### src/rtl/req_arb_fifo.sv
// -----------------------------------------------------------------------------
// req_arb_fifo
//
// Multi-channel request FIFO with round-robin read arbitration. Each of NUM_CH
// producers writes into a private DEPTH-entry FIFO. A single show-ahead read
// port presents the head word of the currently selected channel to the CPU.
// After each accepted pop, service moves to the next non-empty channel, so
// every channel gets one word per turn.
//
// Ports:
//   clk       in   single clock, all logic on the rising edge
//   rst       in   synchronous active-high reset
//   data_in   in   NUM_CH*WIDTH, channel c at [c*WIDTH +: WIDTH]
//   enq       in   NUM_CH per-channel write strobes
//   wrfull    out  NUM_CH per-channel full flags (registered)
//   data_out  out  WIDTH head word of the selected channel (valid when !rdempty)
//   src_ch    out  $clog2(NUM_CH) channel index of data_out
//   deq       in   pop the presented word
//   rdempty   out  selected channel holds no data
//   count     out  NUM_CH*($clog2(DEPTH)+1) per-channel occupancy (registered)
//   overflow  out  NUM_CH sticky flags: enq attempted while the channel was full
// -----------------------------------------------------------------------------
module req_arb_fifo #(
    parameter int WIDTH  = 16,
    parameter int DEPTH  = 4,
    parameter int NUM_CH = 4
) (
    input  logic                                  clk,
    input  logic                                  rst,
    input  logic [NUM_CH*WIDTH-1:0]               data_in,
    input  logic [NUM_CH-1:0]                     enq,
    output logic [NUM_CH-1:0]                     wrfull,
    output logic [WIDTH-1:0]                      data_out,
    output logic [$clog2(NUM_CH)-1:0]             src_ch,
    input  logic                                  deq,
    output logic                                  rdempty,
    output logic [NUM_CH*($clog2(DEPTH)+1)-1:0]   count,
    output logic [NUM_CH-1:0]                     overflow
);

    localparam int PW = $clog2(DEPTH);
    localparam int CW = $clog2(DEPTH) + 1;
    localparam int SW = $clog2(NUM_CH);

    localparam logic [PW-1:0] PTR_ONE  = {{(PW-1){1'b0}}, 1'b1};
    localparam logic [CW-1:0] CNT_ONE  = {{(CW-1){1'b0}}, 1'b1};
    localparam logic [CW-1:0] CNT_ZERO = {CW{1'b0}};
    localparam logic [CW-1:0] CNT_FULL = CW'(DEPTH);

    // Storage and per-channel state
    logic [WIDTH-1:0] mem_q    [NUM_CH][DEPTH];
    logic [WIDTH-1:0] mem_d    [NUM_CH][DEPTH];
    logic [PW-1:0]    wr_ptr_q [NUM_CH];
    logic [PW-1:0]    wr_ptr_d [NUM_CH];
    logic [PW-1:0]    rd_ptr_q [NUM_CH];
    logic [PW-1:0]    rd_ptr_d [NUM_CH];
    logic [CW-1:0]    count_q  [NUM_CH];
    logic [CW-1:0]    count_d  [NUM_CH];
    logic [NUM_CH-1:0] overflow_q;
    logic [NUM_CH-1:0] overflow_d;
    logic [NUM_CH-1:0] wrfull_q;
    logic [NUM_CH-1:0] wrfull_d;
    logic [SW-1:0]    sel_q;
    logic [SW-1:0]    sel_d;

    // Handshake qualifiers
    logic              deq_ok_s;
    logic [NUM_CH-1:0] acc_enq_s;
    logic [NUM_CH-1:0] acc_deq_s;
    logic              arb_found_s;

    // Accept logic: writes are gated by the registered full flag of the
    // previous cycle, so a same-cycle pop never makes room for a write.
    always_comb begin
        deq_ok_s = deq && (count_q[sel_q] != CNT_ZERO);
        for (int c = 0; c < NUM_CH; c++) begin
            acc_enq_s[c] = enq[c] && !wrfull_q[c];
            acc_deq_s[c] = deq_ok_s && (sel_q == SW'(c));
        end
    end

    // Next-state for memory, pointers, counters and flags of every channel
    always_comb begin
        mem_d = mem_q;
        for (int c = 0; c < NUM_CH; c++) begin
            if (acc_enq_s[c]) begin
                mem_d[c][wr_ptr_q[c]] = data_in[c*WIDTH +: WIDTH];
                wr_ptr_d[c]           = wr_ptr_q[c] + PTR_ONE;
            end else begin
                wr_ptr_d[c] = wr_ptr_q[c];
            end

            if (acc_deq_s[c]) begin
                rd_ptr_d[c] = rd_ptr_q[c] + PTR_ONE;
            end else begin
                rd_ptr_d[c] = rd_ptr_q[c];
            end

            case ({acc_enq_s[c], acc_deq_s[c]})
                2'b10:   count_d[c] = count_q[c] + CNT_ONE;
                2'b01:   count_d[c] = count_q[c] - CNT_ONE;
                default: count_d[c] = count_q[c];
            endcase

            overflow_d[c] = overflow_q[c] | (enq[c] & wrfull_q[c]);
            wrfull_d[c]   = (count_d[c] == CNT_FULL);
        end
    end

    // Round-robin selection: search starts just after the current channel and
    // ends with the current channel itself, using post-update occupancy so a
    // word written into an idle block is presented on the very next cycle.
    always_comb begin
        int cand;
        cand        = 0;
        sel_d       = sel_q;
        arb_found_s = 1'b0;
        if (deq_ok_s || (count_q[sel_q] == CNT_ZERO)) begin
            for (int i = 1; i <= NUM_CH; i++) begin
                cand = int'(sel_q) + i;
                if (cand >= NUM_CH) begin
                    cand = cand - NUM_CH;
                end else begin
                    cand = cand;
                end
                if (!arb_found_s && (count_d[cand] != CNT_ZERO)) begin
                    sel_d       = SW'(cand);
                    arb_found_s = 1'b1;
                end else begin
                    sel_d       = sel_d;
                end
            end
        end else begin
            sel_d = sel_q;
        end
    end

    // Control state registers with synchronous reset
    always_ff @(posedge clk) begin
        if (rst) begin
            for (int c = 0; c < NUM_CH; c++) begin
                wr_ptr_q[c] <= {PW{1'b0}};
                rd_ptr_q[c] <= {PW{1'b0}};
                count_q[c]  <= CNT_ZERO;
            end
            overflow_q <= {NUM_CH{1'b0}};
            wrfull_q   <= {NUM_CH{1'b0}};
            sel_q      <= {SW{1'b0}};
        end else begin
            wr_ptr_q   <= wr_ptr_d;
            rd_ptr_q   <= rd_ptr_d;
            count_q    <= count_d;
            overflow_q <= overflow_d;
            wrfull_q   <= wrfull_d;
            sel_q      <= sel_d;
        end
    end

    // Word storage; contents are don't-care after reset since counts are zero
    always_ff @(posedge clk) begin
        mem_q <= mem_d;
    end

    // Output mapping
    assign data_out = mem_q[sel_q][rd_ptr_q[sel_q]];
    assign src_ch   = sel_q;
    assign rdempty  = (count_q[sel_q] == CNT_ZERO);
    assign wrfull   = wrfull_q;
    assign overflow = overflow_q;

    genvar g;
    generate
        for (g = 0; g < NUM_CH; g++) begin : g_count
            assign count[g*CW +: CW] = count_q[g];
        end
    endgenerate

endmodule

### config.mk
export PLATFORM = sky130hd
export DESIGN_NAME = req_arb_fifo
export DESIGN_NICKNAME = d
export VERILOG_FILES = /design/src/rtl/req_arb_fifo.sv
export SDC_FILE = /design/constraint.sdc
export NUM_CORES = 1
export LEC_CHECK = 0
export ABC_AREA = 1
export CAP_MARGIN = 20
export CORE_MARGIN = 2
export CORE_UTILIZATION = 35
export CTS_CLUSTER_SIZE = 10
export DETAILED_ROUTE_END_ITERATION = 6
export SLEW_MARGIN = 15
export SYNTH_ARGS = -nofsm -noshare
export SYNTH_HDL_FRONTEND = slang
export SYNTH_SLANG_ARGS = --single-unit
### constraint.sdc
create_clock -name clk -period 2.85 [get_ports clk]
set_clock_uncertainty 0.15 [all_clocks]
set_input_delay 0.57 -clock clk [delete_from_list [all_inputs] [get_ports clk]]
set_output_delay 0.57 -clock clk [all_outputs]
set_load 0.03 [all_outputs]
==> summary.md, run 1 <==
| Metric | Value |
|---|---|
| Summed area of non-filler cells in the final layout | `17300 um^2` |
| Total of endpoints with negative setup slack in the final report | `18` |
| Avg Vias per Cell | `5.28` |
| CTS root buffer | `clkbuf_16` |
| Pre-CTS worst setup slack | `-0.545 ns` |
| Area enclosed by the die boundary | `36500 um^2` |
| Total congestion overflow | `0` |
| Slew at the pin with the worst max-slew slack | `0.546 ns` |
| Worst slack on hold paths | `0.314 ns` |
| Total power | `18.1 mW` |
| Count of inserted antenna diode cells | `0` |
| Maximum clock rate | `311 MHz` |
| Slowest CP cell | `dfxtp_4` |
| Share of post-route cells with drive strength above 1 | `0.264` |
| First-pass DRT Iterations | `5` |
| Clock slew seen by the registers of the worst setup and hold paths | `0.06 ns` |
| Routed Antenna Nets | `0` |
| Family with the most delay on the worst path | `buffers and inverters` |
| Post-route minimum period | `3.22 ns` |
| Power density over the cells | `1050 nW/um^2` |
| Worst path max stage delay | `0.38 ns` |
| Total negative slack for setup checks | `-5.04 ns` |
| Synthesized flop and latch total | `294` |
| Height of the chip | `191 um` |
| Iteration-0 DRC Markers | `908` |
| Num CTS Buffers | `36` |
| Worst relative slew slack | `0.636` |
| Fill cell total of the finished layout | `2944` |
| Tcrit/Tclk final | `1.13` |
| WS Path Type | `reg -> out` |
| Type of origin of the critical path | `flip-flop` |
| Number of clock sinks | `294` |
| CTS hold repair buffers | `0` |
| Number of hold-slack violations in the final timing report | `0` |
| Post-synthesis cell type count | `24` |
| Wire length of the first global-routing pass | `56800 um` |
| Aggregate routed wire length | `39400 um` |
| Sequential cell area fraction in the yosys report | `0.691` |
| Clock latency of the later-clocked register in the worst-skew pair | `0.53 ns` |
| Endpoint class of the critical path | `primary output` |
| Number of nets at the end of the flow | `1408` |
| Residual DRC | `0` |
| Critical path buffers and inverters | `6` |
| Leak | `6.28 nW` |
| Die boundary width | `191 um` |
| Maximum level of the CTS H-tree | `2` |
| Post-Synthesis Cell Area | `12200 um^2` |
| Cell count after placement | `1667` |
| Via count of the first global-routing pass | `9332` |
| Area growth, synth to finish | `41.5%` |
| Failing checks | `negative setup slack` |
| Synthesized netlist cell count | `1064` |
| Number of standard cells in the layout, taps in and fillers out | `1791` |
| Total nets after synthesis | `1163` |
| Cells along the critical path | `buf_8, nor2_4, inv_2, a32oi_4, buf_12, buf_12, nor2_2, o32ai_4, buf_6, buf_6` |
| Detailed Place HPWL | `20900 um` |
| Min-delay worst type | `reg -> reg` |
| Setup repair after global routing missed its margin | `true` |
| Final Wtd Congestion | `0.841` |
| Top-level port count | `110` |
| Clock tree from TritonCTS | `yes` |
| PortBufs | `109` |
| Maximum number of pins on one net before global-route repair | `67` |
| Largest voltage drop on the vdd net | `603 uV` |
| Synthesized area divided by synthesized cell count | `11.5 um^2` |
| Crit path setup slack, layout | `-0.369 ns` |
| Clock tree buffer depth | `3` |
| Post-layout util | `0.503` |
| Maximum fanout along the worst path | `8` |
| Std-Cell Rows | `68` |
| Result of the run | `complete, but fails checks` |
| Cell area reported after detailed placement | `14600 um^2` |
| Area inside the core boundary | `34500 um^2` |
| Total via count in the routed design | `9464` |
| Maxcap violations | `0` |
| Worst EP arrival | `2.50 ns` |
| Data required time of the worst path | `2.13 ns` |
| Wire length per cell after detailed routing | `22.0 um` |
| Effective utilization at floorplan | `0.355` |
| Max-slew violation count | `0` |
| All-Layer GR Usage | `0.210` |
| Initial antenna violation count | `0` |
| Count of synthesis-stage warnings from yosys | `0` |
==> worst reg2reg max path: cells and delay by family, from the launching register on <==
family	cells	cell delay [ns]
fa+ha+maj	2	0.61
compound gates	1	0.05
flops	1	0.41
buf+inv	5	0.28
simple gates	16	1.52
==> cell families after synthesis <==
group                    synth area share
flip-flops                          0.691
buffers and inverters              0.0483
adder cells (fa/ha/maj)            0.0311
AO/OA/AOI/OAI                       0.123
AND/OR/NAND/NOR                     0.107
==> per-layer routing <==
metal,vias to the layer above,routed length (um),GRT usage
met3,81,2890,0.0362
met1,4663,16700,0.286
li1,4279,-,-
met4,0,1290,0.0626
met5,-,0,0
met2,441,18500,0.344
==> power breakdown <==
part	leakage (nW)	internal [mW]	switching (mW)	total, mW
Combinational	3.10	3.90	4.92	8.82
Sequential	2.67	4.99	0.110	5.10
Clock	0.511	2.44	1.76	4.21
Total	6.28	11.3	6.79	18.1
==> final timing paths <==
| check | from | end | slack, ns | cells after the start |
|---|---|---|---|---|
| min | overflow[0]$_SDFF_PP0_ | overflow[0]$_SDFF_PP0_ | 0.31 | 2 |
| min reg2reg | overflow[0]$_SDFF_PP0_ | overflow[0]$_SDFF_PP0_ | 0.31 | 2 |
| max reg2reg | src_ch[0]$_SDFFE_PP0P_ | src_ch[1]$_SDFFE_PP0P_ | -0.30 | 24 |
| max | src_ch[0]$_SDFFE_PP0P_ | data_out[5] | -0.37 | 10 |
==> cell usage in the layout, fill, tap and decap left out, types with 4 or more instances in the layout <==
master and instances:
nand4_1 9, dfxtp_2 9, a21oi_1 20, nor2_2 29, o21ai_4 6, ha_1 20
clkdlybuf4s50_1 92, o21ai_0 134, nand2_4 6, nand2_2 17, o22ai_1 63, nand3_1 10
clkbuf_1 22, o32ai_2 5, fa_1 4, dfxtp_4 5, clkbuf_16 39, nor2_1 190
edfxtp_1 256, nand2_1 49, buf_6 27, inv_1 67, buf_4 101, inv_2 9
buf_16 11, clkinv_1 5, buf_8 6, buf_12 18, o21ai_2 12, bufbuf_16 5
dfxtp_1 24, o32ai_4 10, nand3_2 9, o21ai_1 9, nor3_1 5, nor2_4 8
==> Yosys cell counts, drive strengths merged <==
master  number  share of area
edfxtp     256           0.63
nor2       227          0.070
o21ai      161          0.066
inv         81          0.025
nand2       72          0.022
o22ai       64          0.033
dfxtp       38          0.062
clkbuf      31         0.0095
buf         25          0.013
a21oi       24         0.0098
ha          24          0.025
nand3       20         0.0082
o32ai       16          0.011
nand4        9         0.0046
nor3         5         0.0020
clkinv       4         0.0012
fa           4         0.0065
o21a         2         0.0012
a32oi        1         0.0023
==> final cells by class <==
cell class | instances | area (um^2) | share of cell area
multi-input combinational | 629 | 3890 | 0.225
clock buffer | 59 | 1010 | 0.0582
clock inverter | 6 | 61.3 | 0.00354
timing repair buffer | 263 | 2960 | 0.171
inverter | 85 | 348 | 0.0201
sequential | 294 | 8480 | 0.490
tap | 455 | 569 | 0.0329
==> registers in the layout (all words and copies together) (netlist names) <==
name	flops
rd_ptr_q	8
mem_q	256
count	12
overflow	4
src_ch	2
wrfull	4
wr_ptr_q	8
==> timing repair <==
action | CTS | global route
pin swaps | 27 | 36
setup buffers | 40 | 11
gates resized for setup | 127 | 82
gates cloned | 16 | 2
setup endpoints to repair | 19 | 22
No activity file was read; power rests on OpenSTA's default activity.
==> run 2: changes to the inputs <==
Settings changed: CORE_UTILIZATION 35 to 55, DONT_BUFFER_PORTS set to 1, PLACE_DENSITY set to 0.73.
==> run 2 against run 1 <==
Against the previous run: final area fell by 6.5%; global-route usage increased by 8.8 points; first-iteration DRC count grew 6.2%; register-to-register slack got worse by 0.02 ns; count of clock-buffer cells in the layout increased by 2; die area shrank 36%; setup slack improved by 0.0069 ns; largest power group unchanged; fmax increased by 0.21%; highest routed layer unchanged; sequential cell count unchanged; largest cell class unchanged; hold slack got worse by 0.26 ns; the flow still finishes with violations (negative setup slack); core utilization rose by 24 points; critical path type unchanged.
==> summary.md, run 2 (same netlist as run 1, synthesis figures left out) <==
| Metric | Value |
|---|---|
| Type of origin of the critical path | `flip-flop` |
| Most common cell after layout, fill and taps aside | `edfxtp_1` |
| Crit path top cell by count | `buf_12` |
| Number of hold-slack violations in the final timing report | `0` |
| Met3 demand-to-capacity share in global routing | `0.0510` |
| Worst relative slew slack | `0.426` |
| Detailed Place HPWL | `19700 um` |
| Clock tree buffer depth | `3` |
| WS Path Type | `reg -> out` |
| First-pass DRT Iterations | `7` |
| Total congestion overflow | `0` |
| Die boundary width | `153 um` |
| Wire length per cell after detailed routing | `22.7 um` |
| Number of clock sinks | `294` |
| Iteration-0 DRC Markers | `964` |
| Maxcap violations | `0` |
| Clock slew seen by the registers of the worst setup and hold paths | `0.06 ns` |
| Top Usage Layer GRT | `met2` |
| Top-level port count | `110` |
| PortBufs | `0` |
| Maximum fanout along the worst path | `5` |
| Tcrit/Tclk final | `1.13` |
| Total of endpoints with negative setup slack in the final report | `19` |
| Cell count after placement | `1398` |
| Most used cells in the layout excluding fill and tap cells | `edfxtp_1 (256), nor2_1 (201), o21ai_0 (135)` |
| Post-layout util | `0.742` |
| Min-delay worst type | `in -> reg` |
| Aggregate routed wire length | `35800 um` |
| Routed Antenna Nets | `0` |
| Share of post-route cells with drive strength above 1 | `0.225` |
| Effective utilization at floorplan | `0.561` |
| Count of inserted antenna diode cells | `0` |
| Setup repair after global routing missed its margin | `true` |
| Area enclosed by the die boundary | `23500 um^2` |
| Slew at the pin with the worst max-slew slack | `0.858 ns` |
| All-Layer GR Usage | `0.298` |
| Worst path max stage delay | `0.39 ns` |
| Flip-flop count of the largest register after layout | `256` |
| Maximum level of the CTS H-tree | `2` |
| Max-slew violation count | `0` |
| Initial antenna violation count | `0` |
| Endpoint class of the critical path | `primary output` |
| Post-route minimum period | `3.21 ns` |
| Area growth, synth to finish | `32.3%` |
| Register ranked first by flip-flop count | `mem_q` |
| Number of nets at the end of the flow | `1367` |
| Number of standard cells in the layout, taps in and fillers out | `1574` |
| Leak | `6.02 nW` |
| Clock tree from TritonCTS | `yes` |
| Std-Cell Rows | `54` |
| Height of the chip | `153 um` |
| Result of the run | `complete, but fails checks` |
| Power density over the cells | `1010 nW/um^2` |
| Slowest CP cell | `dfxtp_4` |
| Clock latency of the later-clocked register in the worst-skew pair | `0.52 ns` |
| Crit path setup slack, layout | `-0.363 ns` |
| Data required time of the worst path | `2.13 ns` |
| CTS root buffer | `clkbuf_16` |
| Maximum clock rate | `311 MHz` |
| Total via count in the routed design | `9606` |
| Worst slack on hold paths | `0.0504 ns` |
| Cells along the critical path | `buf_4, buf_12, nand2_4, a32oi_4, buf_12, buf_12, buf_12, buf_16, nor2_1, o32ai_2, buf_4` |
| Maximum number of pins on one net before global-route repair | `77` |
| Avg Vias per Cell | `6.10` |
| Worst EP arrival | `2.49 ns` |
| Area inside the core boundary | `21800 um^2` |
| Num CTS Buffers | `35` |
| Failing checks | `negative setup slack` |
| Final Wtd Congestion | `0.841` |
| Met2 demand-to-capacity share in global routing | `0.491` |
| Via count of the first global-routing pass | `9632` |
| Met1 layer usage reported by global route | `0.387` |
| Largest voltage drop on the vdd net | `793 uV` |
| Wire length of the first global-routing pass | `53600 um` |
| Residual DRC | `0` |
run 2: area by class of cell:
type | count | area, um^2
Clock inverter | 2 | 25.0
Fill cell | 1290 | 5630
Tap cell | 280 | 350
Sequential cell | 294 | 8480
Timing Repair Buffer | 223 | 2410
Multi-Input combinational cell | 629 | 3560
Inverter | 85 | 345
Clock buffer | 61 | 1020
run 2: timing repair:
item / in CTS / in global routing
endpoints found under the hold margin: 260 / 14
pin swaps: 18 / 21
buffers inserted: 23 / 7
cloned: 9 / 1
gates resized for setup: 75 / 35
hold buffers: 67 / 7
setup endpoints to repair: 18 / 19
run 2: through the flow:
stage | TNS, ns | total power [mW] | instance area (um^2) | worst slack (ns)
after CTS | -3.72 | 15.8 | 15900 | -0.221
final | -5.72 | 16.4 | 16200 | -0.363
after global placement | -0.981 | 10.3 | 13400 | -0.128
after global routing | -7.06 | 17.0 | 16200 | -0.499
after detailed placement | -1.65 | 10.4 | 13400 | -0.213
after floorplan | -0.162 | 8.58 | 12300 | -0.0860
run 2: critical path, delay by kind of cell (launching register included):
kind	cells	cell delay [ns]
flops	1	0.39
simple gates	2	0.10
buf+inv	7	1.03
compound gates	2	0.47
run 2: power by group:
group / switching, mW / internal (mW) / total (mW)
combinational: 4.14 / 3.01 / 7.15
sequential: 0.112 / 4.99 / 5.11
clock: 1.69 / 2.42 / 4.11
total: 5.95 / 10.4 / 16.4
run 2: path summary, 6_finish.rpt:
kind                                               start                  endpoint  slack, ns  depth (start not counted)
worst max-delay path              src_ch[0]$_SDFFE_PP0P_              data_out[13]      -0.36                         11
worst min-delay path                              enq[3]    overflow[3]$_SDFF_PP0_       0.05                          2
worst max register to register    src_ch[0]$_SDFFE_PP0P_    src_ch[1]$_SDFFE_PP0P_      -0.32                         25
worst min register to register  rd_ptr_q[3]$_SDFFE_PP0N_  rd_ptr_q[3]$_SDFFE_PP0N_       0.34                          2
run 2: layer usage:
metal | part of all wire | vias up | wire [um]
li1 | - | 4209 | -
met1 | 0.37 | 4607 | 13100
met2 | 0.48 | 659 | 17200
met3 | 0.11 | 131 | 3790
met4 | 0.049 | 0 | 1740
met5 | 0 | - | 0
==> run 3: changes to the inputs <==
Settings changed: CORE_ASPECT_RATIO set to 0.75, SLEW_MARGIN 15 to 30.
==> run 3 against run 2 <==
Against the previous run: the run still ends with negative setup slack left; via count rose by 0.88%; setup slack got worse by 0.069 ns; count of clock-buffer cells in the layout shrank 12; fmax is 2.1% lower; critical path depth rose by 13; clock power shrank 3%; global-route usage fell by 0.34 points; wire length increased by 9.4%; core utilization decreased by 1.9 points; critical endpoint is now src_ch[1]$_SDFFE_PP0P_; highest routed layer unchanged.
==> summary.md, run 3 (same netlist as run 1, synthesis figures left out) <==
| Metric | Value |
|---|---|
| Most common cell after layout, fill and taps aside | `edfxtp_1` |
| Effective utilization at floorplan | `0.558` |
| Wire length of the first global-routing pass | `51500 um` |
| Crit path setup slack, layout | `-0.432 ns` |
| Setup repair after global routing missed its margin | `true` |
| Maxcap violations | `0` |
| Family with the most delay on the worst path | `simple AND/OR/NAND/NOR gates` |
| Number of nets at the end of the flow | `1328` |
| Flip-flop count of the largest register after layout | `256` |
| Largest voltage drop on the vdd net | `681 uV` |
| Clock tree buffer depth | `3` |
| Slew at the pin with the worst max-slew slack | `0.873 ns` |
| Routed Antenna Nets | `0` |
| Via count of the first global-routing pass | `9084` |
| Height of the chip | `133 um` |
| Total negative slack for setup checks | `-5.35 ns` |
| Avg Vias per Cell | `6.30` |
| Final Wtd Congestion | `0.879` |
| Clock slew seen by the registers of the worst setup and hold paths | `0.06 ns` |
| Area growth, synth to finish | `29.6%` |
| First-pass DRT Iterations | `5` |
| Register ranked first by flip-flop count | `mem_q` |
| Power density over the cells | `1060 nW/um^2` |
| Area enclosed by the die boundary | `23500 um^2` |
| Worst EP arrival | `3.49 ns` |
| Total congestion overflow | `0` |
| Maximum fanout along the worst path | `5` |
| Maximum clock rate | `305 MHz` |
| Worst path max stage delay | `0.48 ns` |
| Cells along the critical path | `buf_6, nand4_1, nand3_1, nand2_2, inv_4, nor2_4, nand2_2, inv_2, ha_4, inv_2, fa_1, nand2_1, o21ai_2, nand2_2, nor2_1, nand3_1, nand3_1, nand2_2, inv_2, nand3_2, nand2_4, inv_2, nand3_2, a21oi_2` |
| CTS root buffer | `clkbuf_16` |
| Top-level port count | `110` |
| Tcrit/Tclk final | `1.15` |
| Iteration-0 DRC Markers | `1796` |
| Detailed Place HPWL | `19600 um` |
| Total via count in the routed design | `9691` |
| Total power | `16.7 mW` |
| Number of clock sinks | `294` |
| Total of endpoints with negative setup slack in the final report | `18` |
| Clock latency of the later-clocked register in the worst-skew pair | `0.51 ns` |
| Num CTS Buffers | `35` |
| Die boundary width | `176 um` |
| Failing checks | `negative setup slack` |
| Type of origin of the critical path | `flip-flop` |
| Residual DRC | `0` |
| All-Layer GR Usage | `0.294` |
| Worst relative slew slack | `0.416` |
| Max-slew violation count | `0` |
| Maximum level of the CTS H-tree | `2` |
| Clock tree from TritonCTS | `yes` |
| Maximum number of pins on one net before global-route repair | `89` |
| Most used cells in the layout excluding fill and tap cells | `edfxtp_1 (256), nor2_1 (195), o21ai_0 (134)` |
| Data required time of the worst path | `3.05 ns` |
| Post-route minimum period | `3.28 ns` |
| Critical path buffers and inverters | `6` |
| Slowest CP cell | `fa_1` |
| Initial antenna violation count | `1` |
| Pre-CTS worst setup slack | `-0.273 ns` |
| Endpoint class of the critical path | `flip-flop` |
| Result of the run | `complete, but fails checks` |
| Number of hold-slack violations in the final timing report | `0` |
| Std-Cell Rows | `47` |
| Wire length per cell after detailed routing | `25.4 um` |
| PortBufs | `0` |
| Share of post-route cells with drive strength above 1 | `0.244` |
| Aggregate routed wire length | `39200 um` |
| WS Path Type | `reg -> reg` |
| Leak | `5.83 nW` |
| Min-delay worst type | `in -> reg` |
| Area inside the core boundary | `21900 um^2` |
-- run 3: path summary, 6_finish.rpt --
kind                            startpoint                  endpoint  slack, ns  cells past startpoint
hold / removal                 data_in[32]      mem_q[112]$_DFFE_PP_      0.007                      0
setup / recovery    src_ch[0]$_SDFFE_PP0P_    src_ch[1]$_SDFFE_PP0P_      -0.43                     24
setup reg to reg    src_ch[0]$_SDFFE_PP0P_    src_ch[1]$_SDFFE_PP0P_      -0.43                     24
hold reg to reg   rd_ptr_q[2]$_SDFFE_PP0N_  rd_ptr_q[2]$_SDFFE_PP0N_       0.34                      2
-- run 3: stage by stage --
stage,util,hold slack (ns),cell area (um^2),std cells
CTS,0.685,0.0000825,15000,1495
floorplan,-,0.292,12300,1064
finish,0.723,0.00677,15900,1539
global route,0.723,-0.00272,15900,1539
global placement,0.606,0.301,13300,1406
detailed placement,0.606,0.317,13300,1406
-- run 3: worst reg2reg max path, cell delays in order, from the launching register on --
cell and delay (ns):
dfxtp_4 0.39, buf_6 0.13, nand4_1 0.08, nand3_1 0.11, nand2_2 0.12, inv_4 0.05, nor2_4 0.19, nand2_2 0.09
inv_2 0.07, ha_4 0.12, inv_2 0.04, fa_1 0.48, nand2_1 0.07, o21ai_2 0.09, nand2_2 0.10, nor2_1 0.10
nand3_1 0.10, nand3_1 0.12, nand2_2 0.09, inv_2 0.08, nand3_2 0.10, nand2_4 0.11, inv_2 0.04, nand3_2 0.07
a21oi_2 0.06
-- run 3: layer usage --
layer / vias up / global-route usage / routed length, um
li1: 4113 / - / -
met1: 4591 / 0.414 / 14100
met2: 848 / 0.444 / 17500
met3: 139 / 0.0733 / 5790
met4: 0 / 0.118 / 1730
met5: - / 0 / 0
-- run 3: final cells by class --
cell class,count,area [um^2]
flip-flops and latches,294,8480
well taps,294,368
inverters,85,332
diodes,3,7.51
clock buffers,49,971
fillers,1350,6080
repair buffers,184,2040
clock inverters,1,7.51
multi-input cells,629,3650
-- run 3: power by group --
part	total, mW	internal, mW	leakage (nW)	switching [mW]
sequential	5.12	5.00	2.67	0.119
clock	3.97	2.34	0.470	1.63
combinational	7.65	3.14	2.69	4.51
-- run 3: repair_timing --
action | CTS | global route
setup buffers | 16 | 16
hold buffers | 18 | 17
endpoints found under the hold margin | 65 | 42
resized for setup | 67 | 72
endpoints found under the setup margin | 18 | 18
pin swaps | 22 | 31
cloned | 5 | 8
